## config.mk

```make
export PLATFORM = sky130hd
export DESIGN_NAME = contador_regresivo
export DESIGN_NICKNAME = d
export VERILOG_FILES = /design/src/rtl/contador_regresivo_pkg.sv /design/src/rtl/contador_regresivo_divisor_tick.sv /design/src/rtl/contador_regresivo.sv
export SDC_FILE = /design/constraint.sdc
export NUM_CORES = 1
export LEC_CHECK = 0
export ABC_CLOCK_PERIOD_IN_PS = 1850
export CORE_AREA = 2 2 39 41
export DETAILED_ROUTE_END_ITERATION = 10
export DIE_AREA = 0 0 41 43
export MAX_ROUTING_LAYER = met4
export PLACE_DENSITY = 0.7
export REMOVE_ABC_BUFFERS = 1
export SETUP_SLACK_MARGIN = 0.4
export SLEW_MARGIN = 40
export SYNTH_ARGS = -nofsm -noshare
export SYNTH_HDL_FRONTEND = slang
export SYNTH_SLANG_ARGS = --single-unit
```

## constraint.sdc

```tcl
create_clock -name clk -period 1.85 [get_ports clk]
set_input_delay 0.2775 -clock clk [delete_from_list [all_inputs] [get_ports clk]]
set_output_delay 0.2775 -clock clk [all_outputs]
set_load 0.03 [all_outputs]
```

## src/rtl/contador_regresivo_pkg.sv

```systemverilog
// Shared types for the down-counter: FSM state encoding.
package contador_regresivo_pkg;

  typedef enum logic [1:0] {
    IDLE   = 2'd0,
    RUN    = 2'd1,
    PAUSED = 2'd2,
    DONE   = 2'd3
  } estado_t;

endpackage

```

## src/rtl/contador_regresivo_divisor_tick.sv

```systemverilog
// Prescaler: counts enabled cycles 0..TICK_DIV-1 and flags the last one as a tick.
module divisor_tick #(
  parameter int TICK_DIV = 1
) (
  input  logic clk,
  input  logic reset,
  input  logic enable,
  input  logic clear,
  output logic tick
);

  localparam int W = (TICK_DIV > 1) ? $clog2(TICK_DIV) : 1;
  localparam logic [W-1:0] LAST = W'(TICK_DIV - 1);

  logic [W-1:0] cnt;

  // Tick is seen in the same cycle the count sits at LAST, so the owner acts on that edge.
  assign tick = enable && (cnt == LAST);

  always_ff @(posedge clk) begin
    if (reset || clear) begin
      cnt <= '0;
    end else if (enable) begin
      if (cnt == LAST) cnt <= '0;
      else             cnt <= cnt + 1'b1;
    end
  end

endmodule

```

## src/rtl/contador_regresivo.sv

```systemverilog
// Loadable down-counter with start/pause control, prescaled step rate and a done pulse.
module contador_regresivo
  import contador_regresivo_pkg::*;
#(
  parameter int COUNTER_MAX = 'd9,
  parameter int TICK_DIV    = 'd1,
  localparam int N          = $clog2(COUNTER_MAX + 1)
) (
  input  logic         clk,
  input  logic         reset,
  input  logic         load,
  input  logic [N-1:0] load_value,
  input  logic         start,
  input  logic         pause,
  output logic [N-1:0] contador,
  output logic         busy,
  output logic         done
);

  localparam logic [N-1:0] CMAX = N'(COUNTER_MAX);

  estado_t      state_q, state_d;
  logic [N-1:0] cont_q, cont_d;
  logic         tick, pre_en, pre_clr;

  // Pause or load in RUN freezes the prescaler for that cycle; outside RUN/PAUSED it sits at zero.
  assign pre_en  = (state_q == RUN) && !pause && !load;
  assign pre_clr = load || ((state_q != RUN) && (state_q != PAUSED));

  divisor_tick #(.TICK_DIV(TICK_DIV)) u_div (
    .clk    (clk),
    .reset  (reset),
    .enable (pre_en),
    .clear  (pre_clr),
    .tick   (tick)
  );

  always_comb begin
    state_d = state_q;
    cont_d  = cont_q;
    if (load) begin
      cont_d  = (load_value > CMAX) ? CMAX : load_value;
      state_d = IDLE;
    end else begin
      unique case (state_q)
        IDLE: begin
          if (start) state_d = (cont_q == '0) ? DONE : RUN;
        end
        RUN: begin
          if (pause) begin
            state_d = PAUSED;
          end else if (tick) begin
            if (cont_q <= N'(1)) begin
              cont_d  = '0;
              state_d = DONE;
            end else begin
              cont_d = cont_q - 1'b1;
            end
          end
        end
        PAUSED: begin
          if (start) state_d = RUN;
        end
        DONE: begin
          cont_d  = '0;
          state_d = IDLE;
        end
        default: state_d = IDLE;
      endcase
    end
  end

  always_ff @(posedge clk) begin
    if (reset) begin
      state_q <= IDLE;
      cont_q  <= '0;
    end else begin
      state_q <= state_d;
      cont_q  <= cont_d;
    end
  end

  assign contador = cont_q;
  assign busy     = (state_q == RUN) || (state_q == PAUSED);
  assign done     = (state_q == DONE);

endmodule

```

Yosys cells after proc, flatten, opt, wreduce, memory -nomap -nowiden
Index checks and enable logic that the tools add are counted.

word-level totals
  register bits after elaboration = 7
  input port bits = 9

operators by class
  add/subtract/negate cells = 2
  order comparisons = 2
  equal/unequal tests = 11
  mux-type cells = 14
  bitwise gates (word level) = 1
  reductions and logical operators = 15

operators by type and width
  operator               number
  $mux W4                5
  $mux W2                6
  $ne A3 B3 Y1 const B   3
  $pmux W2 S4            1
  $pmux W4 S2            1
  $ne A2 B2 Y1 const B   3
  $eq A2 B2 Y1 const B   2
  $gt A4 B4 Y1 const B   1
  $le A4 B1 Y1 const B   1
  $logic_and A1 B1 Y1    4
  $logic_not A4 Y1       1
  $reduce_and A4 Y1      1
  $sub A4 B1 Y4 const B  1
  $logic_or A1 B1 Y1     3
  $ne A3 B2 Y1 const B   1
  $reduce_and A3 Y1      1
  $reduce_bool A3 Y1     1
  $eq A2 B1 Y1 const B   1
  $logic_not A1 Y1       2
  $logic_not A2 Y1       1
  $ne A2 B1 Y1 const B   1
  $reduce_or A2 Y1       1
  $add A1 B1 Y1 const B  1
  $mux W1                1
  $not A1 Y1             1

Longest topological paths before layout
Gate-level depths: netlist of run 1.

  depth in word-level cells = 8
  mapped depth = 6

Modules after synthesis
A second synthesis of run 1 with hierarchy kept.

unflattened totals
  cells, all modules = 66
  area total of the unflattened synthesis = 516.7 sq um

modules (own cells, without submodules)
  module              times used  cells each  area each (sq um)  seq. area each (sq um)
  contador_regresivo  1           65          509.2              120.1
  divisor_tick        1           1           7.5                0.0

Worst setup path before layout of run 1
Ideal clock, no wire load.

  path kind = register -> register
  start = register cont_q[0] (netlist: contador[0])
  end = register cont_q[1] (netlist: contador[1])
  library setup time = 0.086 ns
  arrival time = 1.590 ns
  data required time = 1.764 ns
  setup slack = 0.175 ns
  stages on the path, launching flop included = 7
  buffers on the path = 0
  path through = dfxtp_1 -> inv_1 -> ha_1 -> nor2_2 -> o21ai_1 -> o211a_1 -> a211oi_1

on the way
  cells in the longest elaborated chain, start to end = 6

RTL lines
  what                                           RTL line                                            text
  from (decl)                                    contador_regresivo.sv:23                            logic [N-1:0] cont_q, cont_d;
  from (signal assigned)                         contador_regresivo.sv:79                            cont_q <= cont_d;
  $sub A4 B1 Y4 or $le A4 B1 Y1 (tied branches)  contador_regresivo.sv:57, contador_regresivo.sv:53
  $mux W4 *                                      contador_regresivo.sv:53                            if (cont_q <= N'(1)) begin
  $mux W4 *                                      contador_regresivo.sv:52                            end else if (tick) begin
  $mux W4 *                                      contador_regresivo.sv:50                            if (pause) begin
  $pmux W4 S2 *                                  contador_regresivo.sv:45                            unique case (state_q)
  $mux W4 *                                      contador_regresivo.sv:41                            if (load) begin

Every way passes the cells marked *; elsewhere a longest branch is shown, timed or not. The select of a mux whose other input is x is not followed.
A chain may end at the register's enable or synchronous reset.

Worst setup path in the final report of run 1
  start = register state_q[0]
  end = output busy

on the way
  cells in the longest elaborated chain, start to end = 2

RTL lines
  what                                          RTL line                  text
  from (decl)                                   contador_regresivo.sv:22  estado_t state_q, state_d;
  from (signal assigned)                        contador_regresivo.sv:78  state_q <= state_d;
  $eq A2 B1 Y1 or $eq A2 B2 Y1 (tied branches)  contador_regresivo.sv:84  assign busy = (state_q == RUN) || (state_q == PAUSED);
  $logic_or A1 B1 Y1 *                          contador_regresivo.sv:84
  to (decl)                                     contador_regresivo.sv:16  output logic busy,

Every way passes the cells marked *; elsewhere a longest branch is shown, timed or not.

==> flow_summary.json, run 1 <==
{
  "fill_cells": 134,
  "min_period_over_period": 0.7735,
  "peak_freq_mhz": 698.8,
  "yosysTopAreaCell": "sky130_fd_sc_hd__dfxtp_1",
  "fp-row-count": 14,
  "finalMaxSlewViolations": 0,
  "fin_total_pwr_uw": 518.5,
  "most_used_cells_in_the_layout_excluding_fill_and_tap_cells": "sky130_fd_sc_hd__buf_4 (11), sky130_fd_sc_hd__clkdlybuf4s50_1 (7), sky130_fd_sc_hd__inv_1 (4), sky130_fd_sc_hd__ha_1 (4), sky130_fd_sc_hd__dlygate4sd2_1 (4)",
  "final-setup-viol-count": 0,
  "cp_cell_sequence": "inv_1 > ha_1 > buf_2",
  "synth_cell_type_count": 29,
  "power_report.internal_total_uw": 335.2,
  "leading_cell_type_in_the_layout_fill_and_taps_excluded": "sky130_fd_sc_hd__buf_4",
  "avgRoutedWirePerCell_um": 14.03,
  "cts.htree.levels": 1,
  "critPathArrivalTime_ns": 1.15,
  "cts-root-to-sink-buffers": 2,
  "synth.top_cells.by_area": "sky130_fd_sc_hd__dfxtp_1 (23%), sky130_fd_sc_hd__ha_1 (19%), sky130_fd_sc_hd__inv_1 (5.0%)",
  "timing.critical_path.from_type": "flop",
  "run_status": "finished, final reports clean",
  "worstHoldPathType": "in2reg",
  "synth.yosys.seq_area_share": 0.2280,
  "place_ws_ns": 0.1518,
  "synth_cells": 59,
  "synth_top_area_share": 0.2280,
  "fin_tns_setup_ns": 0,
  "area_growth_pct": 63.66,
  "detail-route-antenna-nets": 0,
  "crit_family": "flip-flops",
  "worst_slew_pin_slew_ns": 0.3110,
  "ioPinCount": 15,
  "synthesis_stage_register_bit_count": 6,
  "pwr-share-seq": 0.309,
  "drive_gt1_frac": 0.4483,
  "route.vias.total": 565,
  "area_inside_the_core_boundary_mm2": 0.001384,
  "cts.root.buffer_cell": "sky130_fd_sc_hd__clkbuf_4",
  "power.switching_fraction": 0.3535,
  "dpl.cell_count": 92,
  "finalHoldViolCount": 0,
  "yosys_warnings": 0,
  "clock_sink_total": 6,
  "drt-vias-per-instance": 5.485,
  "antenna_cells_inserted": 0,
  "grt_start_max_net_pins": 9,
  "drt_wl_total_mm": 1.445,
  "clk_latency_ns": 0.25,
  "grt_first_pass_wirelength_mm": 2.180,
  "timing.critical_path.buf_inv": 2,
  "detail_route.iter0.violations": 7,
  "firstDrtPassIters": 5,
  "setup_ws_ns": 0.4191,
  "place_area_um2": 711.9,
  "syn-mean-instance-area_um2": 8.928,
  "switching_power_uw": 183.3,
  "grt_setup_unrepaired": "true",
  "post_route_skew_ns": 0.003559,
  "initial_utilization": 0.3807,
  "die_width_um": 41,
  "grt_usage": 0.1942,
  "tritoncts": "yes",
  "timing.final.crit_period_ns": 1.431,
  "drc": 0,
  "port_buffers": 14,
  "gpl.final_weighted_congestion": 0.8346,
  "crit_path_max_fanout": 4,
  "clkPwrFrac": 0.231,
  "clkTransAtPathRegs_ns": 0.04,
  "critical_path_class": "reg2out",
  "drv.max_cap_violation_count": 0,
  "power_per_cell_area_mw_per_mm2": 601.5,
  "cpMaxStageDelayCell": "sky130_fd_sc_hd__dfxtp_2",
  "net_total_in_the_final_layout": 106,
  "cp_slowest_stage_delay_ns": 0.36,
  "non_filler_instance_count_after_layout": 103,
  "grt.overflow.total": 0,
  "combPwrFrac": 0.460,
  "max-slew-margin-rel": 0.7923,
  "die_extent_in_y_um": 43,
  "critical_path_required_ns": 1.57,
  "final_cell_area_um2": 862.1,
  "antenna_found_initial": 0,
  "floorplan.die_area_mm2": 0.001763,
  "worst_setup_path_end_kind": "output pin",
  "synthesized_cell_area_um2": 526.8,
  "max-vdd-ir-drop_v": 0.0004071,
  "cts_buffers": 3,
  "total_leakage_power_nw": 0.3686,
  "first_global_vias": 532,
  "dp_hpwl_um": 983.8
}
[cell usage after synthesis]
| cell | instances |
|---|---|
| sky130_fd_sc_hd__inv_1 | 7 |
| sky130_fd_sc_hd__nor3_1 | 3 |
| sky130_fd_sc_hd__a211oi_1 | 2 |
| sky130_fd_sc_hd__o211a_1 | 1 |
| sky130_fd_sc_hd__nand3b_1 | 2 |
| sky130_fd_sc_hd__a31oi_1 | 1 |
| sky130_fd_sc_hd__a211o_1 | 1 |
| sky130_fd_sc_hd__buf_2 | 1 |
| sky130_fd_sc_hd__o221a_2 | 1 |
| sky130_fd_sc_hd__o31ai_1 | 1 |
| sky130_fd_sc_hd__a32o_1 | 1 |
| sky130_fd_sc_hd__nor4_1 | 1 |
| sky130_fd_sc_hd__nor4bb_1 | 1 |
| sky130_fd_sc_hd__or2_4 | 1 |
| sky130_fd_sc_hd__nand2_1 | 2 |
| sky130_fd_sc_hd__o22ai_1 | 2 |
| sky130_fd_sc_hd__ha_1 | 8 |
| sky130_fd_sc_hd__dfxtp_1 | 6 |
| sky130_fd_sc_hd__o21ai_0 | 4 |
| sky130_fd_sc_hd__a21oi_1 | 2 |
| sky130_fd_sc_hd__nor2_2 | 1 |
| sky130_fd_sc_hd__o31ai_4 | 1 |
| sky130_fd_sc_hd__or4bb_1 | 1 |
| sky130_fd_sc_hd__a2111oi_0 | 1 |
| sky130_fd_sc_hd__nor4b_2 | 1 |
| sky130_fd_sc_hd__nor2_1 | 3 |
| sky130_fd_sc_hd__o21ai_1 | 1 |
| sky130_fd_sc_hd__nor2b_4 | 1 |
| sky130_fd_sc_hd__a32oi_1 | 1 |
[worst min-delay path: cells and delay by family]
family                 cells  cell delay (ns)
buffers and inverters      2             0.44
AND/OR/NAND/NOR            1             0.04
[stage by stage]
stage / util / hold WS [ns]
2_1_floorplan: - / 0.3489
3_3_place_gp: 0.5145 / 0.5616
6_report: 0.6230 / 0.5533
3_5_place_dp: 0.5145 / 0.5591
5_1_grt: 0.6230 / 0.5695
4_1_cts: 0.5434 / 0.5432
[registers in the layout, summed over array words and instances, names as in the netlist]
| signal | flops |
|---|---|
| contador | 4 |
| state_q | 2 |
[kinds of logic (layout without fill, tap and decap cells)]
family,Yosys count,count (layout),synth area share
buf+inv,8,36,0.05938
fa+ha+maj,8,8,0.1900
simple gates,17,17,0.2280
compound gates,20,20,0.2945
flops,6,6,0.2280
[routing by layer]
| layer | GRT usage | up-vias | share of wire |
|---|---|---|---|
| met5 | - | - | 0 |
| met1 | 0.2083 | 267 | 0.39 |
| met2 | 0.2938 | 13 | 0.55 |
| met4 | 0.1000 | 0 | 0.012 |
| met3 | 0.07853 | 2 | 0.052 |
| li1 | - | 283 | - |
[timing repair]
action,in CTS,in global routing
pin swaps,0,9
setup buffers,1,7
cloned,0,0
setup endpoints to repair,12,8
resized for setup,17,27
hold buffers,0,0
[final timing paths]
check / start / slack [ns] / depth (start not counted) / end
max: state_q[0] / 0.42 / 3 / busy
min: load / 0.55 / 3 / state_q[1]
max reg2reg: state_q[1] / 0.42 / 4 / contador[2]
min reg2reg: state_q[0] / 0.55 / 2 / state_q[0]
[power groups by stage]
| stage | sequential (mW) | combinational, mW | clock, mW |
|---|---|---|---|
| floorplan | 0.168 | 0.104 | 0 |
| CTS | 0.155 | 0.195 | 0.129 |
| detailed placement | 0.157 | 0.191 | 0 |
| global route | 0.162 | 0.260 | 0.141 |
| global placement | 0.157 | 0.190 | 0 |
| finish | 0.160 | 0.239 | 0.120 |
[cell type report]
| type | count | area [um2] | share of cell area |
|---|---|---|---|
| Clock buffer | 3 | 22.52 | 0.02612 |
| Sequential cell | 6 | 132.6 | 0.1538 |
| Inverter | 7 | 33.78 | 0.03919 |
| Timing Repair Buffer | 26 | 221.5 | 0.2569 |
| Multi-Input combinational cell | 45 | 431.7 | 0.5007 |
| Tap cell | 16 | 20.02 | 0.02322 |
Note: power is estimated with default switching activity, not from simulation.
==> run 2: changes to the inputs <==
--- a/config.mk
+++ b/config.mk
@@ -5,12 +5,12 @@
 export SDC_FILE = /design/constraint.sdc
 export NUM_CORES = 1
 export LEC_CHECK = 0
-export ABC_CLOCK_PERIOD_IN_PS = 1850
-export CORE_AREA = 2 2 39 41
+export ABC_CLOCK_PERIOD_IN_PS = 1100
+export CORE_MARGIN = 1
+export CORE_UTILIZATION = 40
 export DETAILED_ROUTE_END_ITERATION = 10
-export DIE_AREA = 0 0 41 43
 export MAX_ROUTING_LAYER = met4
-export PLACE_DENSITY = 0.7
+export PLACE_DENSITY = 0.74
 export REMOVE_ABC_BUFFERS = 1
 export SETUP_SLACK_MARGIN = 0.4
 export SLEW_MARGIN = 40
==> constraint.sdc (replaced) <==
create_clock -name clk -period 1.1 [get_ports clk]
set_input_delay 0.165 -clock clk [delete_from_list [all_inputs] [get_ports clk]]
set_output_delay 0.165 -clock clk [all_outputs]
set_load 0.03 [all_outputs]
==> run 2 against run 1 <==
The run now ends with setup timing left. Utilization rose by 29 points. Via count rose by 16%. Total power rose by 96%. Clock power rose by 71%. Design area rose by 23%. Sequential share of layout area fell by 2.7 points. Die area fell by 17%. Cell count rose by 9.7%. Combinational power rose by 130%. Routed wire length rose by 56%. Global-route usage rose by 11 points. Sequential cell count did not move. Critical path type is now reg2reg.
==> flow_summary.json, run 2 (same netlist as run 1, synthesis figures left out) <==
{
  "run_status": "finished with violations",
  "violations": "setup timing",
  "final-setup-viol-count": 9,
  "die_width_um": 38.29,
  "timing.critical_path.from_type": "flop",
  "worstHoldPathType": "reg2reg",
  "area_inside_the_core_boundary_mm2": 0.001171,
  "peak_freq_mhz": 668.9,
  "fp-row-count": 12,
  "grt_start_max_net_pins": 7,
  "area_growth_pct": 101.9,
  "min_period_over_period": 1.359,
  "multi_input_area_um2": 493.0,
  "sequential_area_um2": 135.1,
  "most_used_cells_in_the_layout_excluding_fill_and_tap_cells": "sky130_fd_sc_hd__buf_4 (16), sky130_fd_sc_hd__buf_6 (13), sky130_fd_sc_hd__clkdlybuf4s50_1 (8)",
  "rr_endpoint": "contador[1]",
  "crit_path_max_fanout": 4,
  "final_cell_area_mm2": 0.001064,
  "final_core_utilization": 0.9081,
  "port_buffers": 14,
  "net_total_in_the_final_layout": 118,
  "timing.final.crit_period_ns": 1.495,
  "cp_slowest_stage_delay_ns": 0.38,
  "drive_gt1_frac": 0.6667,
  "clock_sink_total": 6,
  "place_area_um2": 814.5,
  "crit_family": "compound AO/OA/AOI/OAI gates",
  "grt.overflow.total": 0,
  "clkTransAtPathRegs_ns": 0.05,
  "max-slew-margin-rel": 0.7636,
  "fin_total_pwr_mw": 1.015,
  "critical_path_class": "reg2reg",
  "die_extent_in_y_um": 38.29,
  "finalMaxSlewViolations": 0,
  "ioPinCount": 15,
  "cts.root.buffer_cell": "sky130_fd_sc_hd__clkbuf_4",
  "first_global_vias": 663,
  "route.vias.total": 656,
  "grt_first_pass_wirelength_mm": 2.877,
  "min_to": "state_q[0]",
  "post_route_skew_ns": 0.006340,
  "leading_cell_type_in_the_layout_fill_and_taps_excluded": "sky130_fd_sc_hd__buf_4",
  "holdCritStartpoint": "state_q[0]",
  "drt-vias-per-instance": 5.805,
  "detail-route-antenna-nets": 0,
  "gpl.final_weighted_congestion": 0.9462,
  "cts_buffers": 3,
  "regToRegSetupSlack_ns": -0.40,
  "rr_worst_depth": 6,
  "cts.htree.levels": 1,
  "worst_setup_path_end_kind": "flop",
  "avgRoutedWirePerCell_um": 19.90,
  "antenna_cells_inserted": 0,
  "drc": 0,
  "finalHoldViolCount": 0,
  "fill_cells": 51,
  "cpMaxStageDelayCell": "sky130_fd_sc_hd__dfxtp_4",
  "dp_hpwl_mm": 1.203,
  "holdWs_ns": 0.5769,
  "grt_usage": 0.3005,
  "clk_latency_ns": 0.24,
  "r2r-start": "state_q[1]",
  "worst_slew_pin_slew_ns": 0.3535,
  "setup_ws_ns": -0.3951,
  "drv.max_cap_violation_count": 0,
  "cp_cell_sequence": "inv_4 > ha_4 > nor2b_4 > a211o_1 > o211a_1 > a211oi_2",
  "total_leakage_power_nw": 0.4324,
  "antenna_found_initial": 0,
  "drt_wl_total_mm": 2.249,
  "max-vdd-ir-drop_v": 0.0007439,
  "timing.critical_path.buf_inv": 1,
  "power_per_cell_area_mw_per_mm2": 954.5,
  "worst_hold_depth": 2,
  "tritoncts": "yes",
  "place_ws_ns": -0.4658,
  "grt_setup_unrepaired": "true",
  "cts-hold-fix-buffers": 0,
  "initial_utilization": 0.4498,
  "critical_path_required_ns": 1.25,
  "largest_register_ffs": 4,
  "detail_route.iter0.violations": 20,
  "cts-root-to-sink-buffers": 2,
  "critPathArrivalTime_ns": 1.64,
  "firstDrtPassIters": 4,
  "floorplan.die_area_mm2": 0.001466
}
-- run 2: cell types whose count changed in the layout (fill, tap and decap cells not counted), sizes merged --
| cell | change |
|---|---|
| buf | +16 |
| dlygate4sd2 | -4 |
| clkdlybuf4s50 | +1 |
| dlymetal6s2s | -1 |
-- run 2: what timing repair did --
action	in CTS	in global routing
setup endpoints to repair	12	12
setup buffers	2	2
pin swaps	12	6
gates resized for setup	42	12
-- run 2: through the flow --
step,setup TNS (ns),std cells
finish,-2.649,113
global route,-2.918,113
CTS,-2.059,111
detailed placement,-2.478,106
global placement,-2.227,106
floorplan,-2.675,58
-- run 2: metal layers --
metal / vias up / share of wire / global-route usage
met5: - / 0 / -
met4: 0 / 0.019 / 0.1250
met3: 6 / 0.026 / 0.04070
met2: 22 / 0.51 / 0.5127
met1: 321 / 0.44 / 0.3511
li1: 307 / - / -
-- run 2: report_power, final --
group / leakage (nW) / switching (mW) / internal, mW
Combinational: 0.366 / 0.266 / 0.278
Sequential: 0.0525 / 0.0276 / 0.238
Clock: 0.0138 / 0.0810 / 0.124
-- run 2: final cells by class --
class                   count  area share
flip-flops and latches      6      0.1271
multi-input cells          45      0.4635
clock buffers               3     0.02118
well taps                  14     0.01647
inverters                   7     0.02706
repair buffers             38      0.3447
-- run 2: worst min-delay path, delay by kind of cell (launching register included) --
kind	cells	cell delay [ns]
compound gates	1	0.12
simple gates	1	0.05
flops	1	0.36
-- run 2: how the worst max path moves through the flow --
stage,startpoint,to,slack [ns],cells past startpoint
6_report,state_q[1],contador[1],-0.40,6
5_1_grt,state_q[1],contador[1],-0.43,6
4_1_cts,state_q[0],contador[2],-0.30,4
3_5_place_dp,load,contador[1],-0.47,5
3_3_place_gp,load,contador[1],-0.40,5
2_1_floorplan,contador[0],contador[1],-0.58,6
